### src/rtl/fifo_pkg.sv
// Shared types and helpers for the single-clock FIFO: pointer-width helper and
// the status bundle that mirrors the flag outputs.
package fifo_pkg;

    // One extra pointer bit distinguishes full from empty when the low bits match.
    function automatic int ptr_w(input int depth);
        return $clog2(depth) + 1;
    endfunction

    typedef struct packed {
        logic full;
        logic empty;
        logic almost_full;
        logic almost_empty;
        logic overflow;
        logic underflow;
    } fifo_status_t;

endpackage

### src/rtl/fifo_mem.sv
// DEPTH x DATA_WIDTH dual-port storage with synchronous write. The read port is
// registered (FWFT=0) or a combinational view of the addressed entry (FWFT=1).
module fifo_mem #(
    parameter  int DEPTH      = 8,
    parameter  int DATA_WIDTH = 8,
    parameter  int FWFT       = 0,
    localparam int ADDR_W     = $clog2(DEPTH)
) (
    input  logic                  clk,
    input  logic                  rst_n,
    input  logic                  we_i,
    input  logic [ADDR_W-1:0]     waddr_i,
    input  logic [DATA_WIDTH-1:0] wdata_i,
    input  logic                  re_i,
    input  logic [ADDR_W-1:0]     raddr_i,
    output logic [DATA_WIDTH-1:0] rdata_o
);

    logic [DATA_WIDTH-1:0] mem_q [DEPTH];

    // Storage is deliberately not reset.
    always_ff @(posedge clk) begin
        if (we_i) begin
            mem_q[waddr_i] <= wdata_i;
        end
    end

    generate
        if (FWFT != 0) begin : g_fwft
            assign rdata_o = mem_q[raddr_i];
        end else begin : g_reg
            logic [DATA_WIDTH-1:0] rdata_q;

            always_ff @(posedge clk or negedge rst_n) begin
                if (!rst_n) begin
                    rdata_q <= '0;
                end else if (re_i) begin
                    rdata_q <= mem_q[raddr_i];
                end
            end

            assign rdata_o = rdata_q;
        end
    endgenerate

endmodule

### src/rtl/sync_fifo_v3.sv
// Single-clock FIFO with programmable almost-full/almost-empty thresholds, fill
// count, sticky overflow/underflow flags and optional first-word-fall-through.
module sync_fifo_v3
    import fifo_pkg::*;
#(
    parameter  int DEPTH      = 8,
    parameter  int DATA_WIDTH = 8,
    parameter  int AF_THRESH  = DEPTH - 2,
    parameter  int AE_THRESH  = 2,
    parameter  int FWFT       = 0,
    localparam int PTR_W      = ptr_w(DEPTH),
    localparam int CNT_W      = PTR_W
) (
    input  logic                  clk,
    input  logic                  rst_n,
    input  logic                  wren,
    input  logic [DATA_WIDTH-1:0] i_data,
    input  logic                  rden,
    output logic [DATA_WIDTH-1:0] o_data,
    output logic                  full,
    output logic                  empty,
    output logic                  almost_full,
    output logic                  almost_empty,
    output logic [CNT_W-1:0]      count,
    output logic                  overflow,
    output logic                  underflow,
    input  logic                  clr_err
);

    localparam int ADDR_W = PTR_W - 1;

    generate
        if ((DEPTH < 2) || ((DEPTH & (DEPTH - 1)) != 0)) begin : g_bad_depth
            $error("sync_fifo_v3: DEPTH must be a power of 2 and at least 2");
        end
        if (!((AE_THRESH < AF_THRESH) && (AF_THRESH <= DEPTH))) begin : g_bad_thresh
            $error("sync_fifo_v3: thresholds must satisfy AE_THRESH < AF_THRESH <= DEPTH");
        end
    endgenerate

    logic [PTR_W-1:0] wr_ptr_q, wr_ptr_d;
    logic [PTR_W-1:0] rd_ptr_q, rd_ptr_d;
    logic             ovf_q, ovf_d;
    logic             unf_q, unf_d;
    logic             wr_acc, rd_acc;
    fifo_status_t     status;

    // Occupancy falls out of the wrap-bit pointer difference; no separate counter.
    assign count = wr_ptr_q - rd_ptr_q;

    assign status = '{
        full:         (count == CNT_W'(DEPTH)),
        empty:        (count == '0),
        almost_full:  (count >= CNT_W'(AF_THRESH)),
        almost_empty: (count <= CNT_W'(AE_THRESH)),
        overflow:     ovf_q,
        underflow:    unf_q
    };

    assign full         = status.full;
    assign empty        = status.empty;
    assign almost_full  = status.almost_full;
    assign almost_empty = status.almost_empty;
    assign overflow     = status.overflow;
    assign underflow    = status.underflow;

    always_comb begin
        wr_acc   = wren && !status.full;
        rd_acc   = rden && !status.empty;
        wr_ptr_d = wr_ptr_q + PTR_W'(wr_acc);
        rd_ptr_d = rd_ptr_q + PTR_W'(rd_acc);
        // A fresh error in the clearing cycle takes priority over clr_err.
        ovf_d    = clr_err ? 1'b0 : ovf_q;
        unf_d    = clr_err ? 1'b0 : unf_q;
        if (wren && status.full) begin
            ovf_d = 1'b1;
        end
        if (rden && status.empty) begin
            unf_d = 1'b1;
        end
    end

    always_ff @(posedge clk or negedge rst_n) begin
        if (!rst_n) begin
            wr_ptr_q <= '0;
            rd_ptr_q <= '0;
            ovf_q    <= 1'b0;
            unf_q    <= 1'b0;
        end else begin
            wr_ptr_q <= wr_ptr_d;
            rd_ptr_q <= rd_ptr_d;
            ovf_q    <= ovf_d;
            unf_q    <= unf_d;
        end
    end

    fifo_mem #(
        .DEPTH      (DEPTH),
        .DATA_WIDTH (DATA_WIDTH),
        .FWFT       (FWFT)
    ) u_mem (
        .clk     (clk),
        .rst_n   (rst_n),
        .we_i    (wr_acc),
        .waddr_i (wr_ptr_q[ADDR_W-1:0]),
        .wdata_i (i_data),
        .re_i    (rd_acc),
        .raddr_i (rd_ptr_q[ADDR_W-1:0]),
        .rdata_o (o_data)
    );

endmodule

### config.mk
export PLATFORM = sky130hd
export DESIGN_NAME = sync_fifo_v3
export DESIGN_NICKNAME = d
export VERILOG_FILES = /design/src/rtl/fifo_pkg.sv /design/src/rtl/fifo_mem.sv /design/src/rtl/sync_fifo_v3.sv
export SDC_FILE = /design/constraint.sdc
export NUM_CORES = 1
export LEC_CHECK = 0
export CAP_MARGIN = 20
export CORE_ASPECT_RATIO = 1.2
export CORE_MARGIN = 2
export CORE_UTILIZATION = 51
export CTS_CLUSTER_DIAMETER = 40
export CTS_CLUSTER_SIZE = 28
export DETAILED_ROUTE_END_ITERATION = 8
export PLACE_DENSITY = 0.74
export SLEW_MARGIN = 25
export SYNTH_ARGS = -nofsm -noshare
export SYNTH_HDL_FRONTEND = slang
export SYNTH_SLANG_ARGS = --single-unit
### constraint.sdc
create_clock -name clk -period 3.3 [get_ports clk]
set_input_delay 0.66 -clock clk [delete_from_list [all_inputs] [get_ports clk]]
set_output_delay 0.66 -clock clk [all_outputs]
set_load 0.005 [all_outputs]
==> impl_metrics.ini, run 1 <==
[logic_synthesis]
synth_top_area_share_pct = 57.0
seq_area_frac_synth_pct = 70.3
synth-seq-cells = 82
syn_area_um2 = 3370
ys_async_sr_fraction_pct = 22.0
yosys-top-cells-count = edfxtp_1, nand2_1, dfrtp_1
ys_types = 30
yosys_warnings = 0
postSynthCellCount = 190
synth.most_common_cell = edfxtp_1
synthTopCellsByArea = edfxtp_1, dfrtp_1, mux4_2
synth-edff-count = 64
yosysTopAreaCell = edfxtp_1
syn-num-nets = 211
avgSynthCellArea_um2 = 17.8
ys.flop_type = edfxtp_1

[clock_network]
cts_root_buf = clkbuf_8
ctsHoldBuffers = 0
clkTransAtPathRegs_ps = 80
cts_tree = done
cts.htree.levels = 3
cts_buffer_depth = 2
cts_sinks = 82
cts_buffers = 9
clk_latency_ps = 350

[pwr]
comb_power_share_pct = 45.4
p_sw_w = 0.00134
leakagePower_nw = 1.49
powerDensity_nw_per_um2 = 994
ir_drop_mv = 0.590
switching_share_pct = 33.2
p_int_w = 0.00269
clkPwrFrac_pct = 17.5
seqPwrFrac_pct = 37.1

[detailed_routing]
wl_per_cell_um = 18.6
wl_mm = 6.01
drt-pass1-iter-count = 4
via_count = 1782
avgViaCountPerCell = 5.52
ant_nets = 0
drt_first_iter_violations = 104
drc = 0

[grt]
grt_overflow = 0
grt.total_usage_pct = 18.3
grt_pass1_wl_mm = 9.27
grt_max_degree = 19
grt_antenna_before_repair = 0
grt_pass1_vias = 1748

[finish]
instances_no_fill = 323
nNetsFinal = 254
drive_gt1_share_pct = 26.9
num_antenna_cells = 0
final_util_pct = 63.2
area_growth_pct = 20.0

[floorplan]
die_w_um = 78.2
core_um2 = 6410
initial_core_util_pct = 52.7
die_area_um2 = 7280
die_h_um = 93.1
pin_count = 31
rows = 32

[placed_design]
portBuffers = 30
post-dp-hpwl_mm = 3.75
gp_congestion = 0.868
dp.cells = 306

[run]
maxCapViolations = 0

[critical_path]
critPathMaxFanout = 5
max_stage_delay_ps = 540
start_kind = register
r2r_slack_ps = 530
r2r_start = wr_ptr_q[0]
crit_type = register to output pin
worst-endpoint-arrival_ps = 2510
rr_worst_depth = 8
cp.required_ps = 2640
cpMaxStageDelayCell = clkdlybuf4s50_1
end_kind = output pin
timing.rr.end = u_mem.mem_q[3][5]
crit_chain = clkinv_1, ha_4, a21oi_1, a21oi_2, nor2_2, inv_1, a211oi_1, clkdlybuf4s50_1

[outcome]
status = completed

[sta]
final.min_clock_period_ps = 3170
finalHoldViolCount = 0
finalSetupViolations = 0
slew_viol_final = 0
worst_slew_pin_slew_ps = 529
slew_headroom_pct = 64.7
finalCritPeriodShare_pct = 96.1
tns_ps = 0
clock_skew_ps = 12.1
fmax_mhz = 315

[hold_path]
hold_class = input port to asynchronous set/reset pin
[area by class of cell]
cell class | instances | area, um2
timing repair buffer | 38 | 357
clock inverter | 7 | 67.6
fill | 483 | 2360
tap | 85 | 106
inverter | 8 | 30.0
clock buffer | 9 | 124
sequential | 82 | 2380
multi-input combinational | 94 | 987
[kinds of logic (layout without fill, tap and decap cells)]
kind of cell / count (synthesis) / in the layout / synth area share (%)
multiplexers: 24 / 24 / 13.4
XOR/XNOR: 7 / 7 / 2.04
AND/OR/NAND/NOR: 46 / 46 / 7.01
adder cells (fa/ha/maj): 8 / 8 / 3.19
AO/OA/AOI/OAI: 9 / 9 / 2.45
flip-flops: 82 / 82 / 70.3
buffers and inverters: 14 / 62 / 1.63
[per-layer routing]
metal	track usage (%)	routed length [um]	up-vias
met5	0	0	-
met4	9.21	90	0
met3	4.15	299	11
met2	30.0	3140	47
met1	23.0	2480	903
li1	-	-	821
[timing repair]
| item | CTS | global route |
|---|---|---|
| setup endpoints to repair | 4 | 3 |
| gates resized for setup | 5 | 7 |
| gates cloned | 0 | 0 |
| pin swaps | 0 | 2 |
| buffers inserted | 1 | 0 |
[flip-flops by register name (all words and copies together) (netlist names)]
register and count:
overflow 1, rd_ptr_q 4, u_mem.mem_q 64, underflow 1, wr_ptr_q 4, u_mem.rdata_o 8
[power by group through the flow]
stage               clock network [W]  logic (W)  registers (W)
finish                       0.000704    0.00183        0.00149
global placement                    0    0.00175        0.00151
floorplan                           0    0.00110        0.00148
detailed placement                  0    0.00177        0.00152
CTS                          0.000717    0.00182        0.00149
global route                 0.000754    0.00203        0.00152
[worst max path at each step]
stage / slack (ps) / to / cells past startpoint / startpoint
floorplan: 60 / u_mem.mem_q[4][0] / 8 / rd_ptr_q[1]
global placement: 300 / full / 8 / wr_ptr_q[0]
detailed placement: 240 / empty / 8 / wr_ptr_q[0]
CTS: 20 / almost_empty / 7 / wr_ptr_q[2]
global route: -40 / almost_empty / 8 / rd_ptr_q[2]
finish: 130 / almost_empty / 8 / rd_ptr_q[2]
[metrics by stage]
step	instance area [um2]	setup slack [ps]	total power (W)	hold WS (ps)
4_1_cts	4030	19.1	0.00402	514
3_5_place_dp	3820	240	0.00329	495
5_1_grt	4050	-41.4	0.00430	271
2_1_floorplan	3390	55.1	0.00259	364
6_report	4050	129	0.00402	245
3_3_place_gp	3820	302	0.00326	490
[worst max-delay path, delay by kind of cell (launching register included)]
family          cells  cell delay, ps
fa+ha+maj           1             300
flops               1             360
buf+inv             3             790
compound gates      3             570
simple gates        1             160
[layout by cell type, fill, tap and decap left out, drive strengths merged, types with 2 or more instances in the layout]
cell / n
clkdlybuf4s50: 27
a21oi: 3
clkbuf: 9
nand3: 2
inv: 9
and4b: 2
nor4bb: 2
a32o: 2
buf: 9
mux2: 8
nor2: 4
clkinv: 4
xor2: 4
ha: 7
nand2: 26
and3: 2
xnor2: 3
dfrtp: 18
and4: 2
mux4: 16
edfxtp: 64
nor3: 3
Note: power is estimated with default switching activity, not from simulation.
==> run 2: changes to the inputs <==
--- a/config.mk
+++ b/config.mk
@@ -14,3 +14,5 @@
 export DETAILED_ROUTE_END_ITERATION = 8
+export HOLD_SLACK_MARGIN = 0.15
 export PLACE_DENSITY = 0.74
+export SETUP_SLACK_MARGIN = 0.15
 export SLEW_MARGIN = 25
--- a/constraint.sdc
+++ b/constraint.sdc
@@ -3,2 +3,2 @@
 set_output_delay 0.66 -clock clk [all_outputs]
-set_load 0.005 [all_outputs]
+set_load 0.1 [all_outputs]
==> run 2 against run 1 <==
Against the previous run: critical path depth fell by 1; fmax increased by 4.5%; non-clock buffer count up 3.
==> impl_metrics.ini, run 2 (synthesis results as in run 1) <==
[placed_design]
post-place-ws_ps = 280
gp_congestion = 0.814
place_area_um2 = 3970
portBuffers = 30
post-dp-hpwl_mm = 4.22
dp.cells = 307

[clock_network]
clk_latency_ps = 340
cts_root_buf = clkbuf_8
cts_buffers = 9
clkTransAtPathRegs_ps = 80
cts.htree.levels = 3
cts_sinks = 82
cts_tree = done
ctsHoldBuffers = 0
cts_buffer_depth = 2

[critical_path]
critPathMaxFanout = 11
worst-endpoint-arrival_ps = 2370
end_kind = output pin
start_kind = register
cp.required_ps = 2640
crit_type = register to output pin

[sta]
fmax_mhz = 330
finalCritPeriodShare_pct = 91.9
slew_viol_final = 0
worst_slew_pin_slew_ps = 791
finalHoldViolCount = 0
setup_ws_ps = 267
slew_headroom_pct = 46.5
finalSetupViolations = 0
tns_ps = 0
clock_skew_ps = 11.4
rsz0062_at_grt = true
final.min_clock_period_ps = 3030

[grt]
grt_overflow = 0
grt_pass1_vias = 1872
grt_antenna_before_repair = 0
grt_pass1_wl_mm = 9.90
grt.total_usage_pct = 19.3
grt_max_degree = 19

[finish]
top_register = u_mem.mem_q
final_cell_mix = edfxtp_1, nand2_1, buf_4
largest_reg_flops = 64
instances_no_fill = 326
final_area_um2 = 4190
num_antenna_cells = 0
layout_commonest_cell = edfxtp_1
area_growth_pct = 24.3
nNetsFinal = 257
drive_gt1_share_pct = 36.9

[floorplan]
core_um2 = 6410
die_w_um = 78.2
pin_count = 31
die_area_um2 = 7280
rows = 32
initial_core_util_pct = 52.7
die_h_um = 93.1

[detailed_routing]
wl_per_cell_um = 19.6
via_count = 1806
drt-pass1-iter-count = 4
drt_first_iter_violations = 88
ant_nets = 0
avgViaCountPerCell = 5.54
drc = 0
wl_mm = 6.38

[hold_path]
hold_class = input port to asynchronous set/reset pin

[run]
maxCapViolations = 0

[outcome]
status = completed
==> run 2: stage by stage <==
step	hold slack, ps	utilization [%]
finish	274	65.4
global route	293	65.4
CTS	511	64.9
detailed placement	493	62.0
global placement	484	62.0
floorplan	364	-
==> run 2: path summary, 6_finish.rpt <==
path	from	depth (start not counted)	to	slack, ps
max in group asynchronous	rst_n	1	wr_ptr_q[2]	2660
max reg2reg	wr_ptr_q[0]	8	u_mem.mem_q[2][7]	370
min	rst_n	1	u_mem.rdata_o[0]	270
max	wr_ptr_q[1]	7	almost_empty	270
min reg2reg	underflow	1	underflow	510
min in group clk	underflow	1	underflow	510
==> run 2: metal layers <==
layer / vias up / track usage [%] / share of wire, %
met1: 925 / 23.7 / 39
met5: - / 0 / 0
met3: 6 / 3.76 / 4.1
met4: 0 / 7.46 / 1.0
li1: 826 / - / -
met2: 49 / 33.8 / 55
==> run 2: cell type report <==
| type | instances | area (um2) |
|---|---|---|
| clock inverters | 7 | 67.6 |
| flip-flops and latches | 82 | 2370 |
| well taps | 85 | 106 |
| multi-input cells | 94 | 1050 |
| inverters | 8 | 41.3 |
| repair buffers | 41 | 433 |
| clock buffers | 9 | 124 |
| fillers | 467 | 2210 |
==> run 2: worst max-delay path, cell delays in order, from the launching register on <==
cell and delay [ps]:
dfrtp_1 540, ha_4 350, and3b_2 210, nor3_4 70, nor2_4 180, clkinvlp_4 190, a211oi_4 280, buf_12 210
==> run 2: repair_timing <==
item | CTS | global route
endpoints found under the hold margin | 0 | 0
setup endpoints to repair | 0 | 3
resized for setup | 0 | 3
buffers inserted | 0 | 3
Power of run 2 is not shown: default switching activity piles up to over one toggle a cycle in this logic, so the estimate is an artifact.
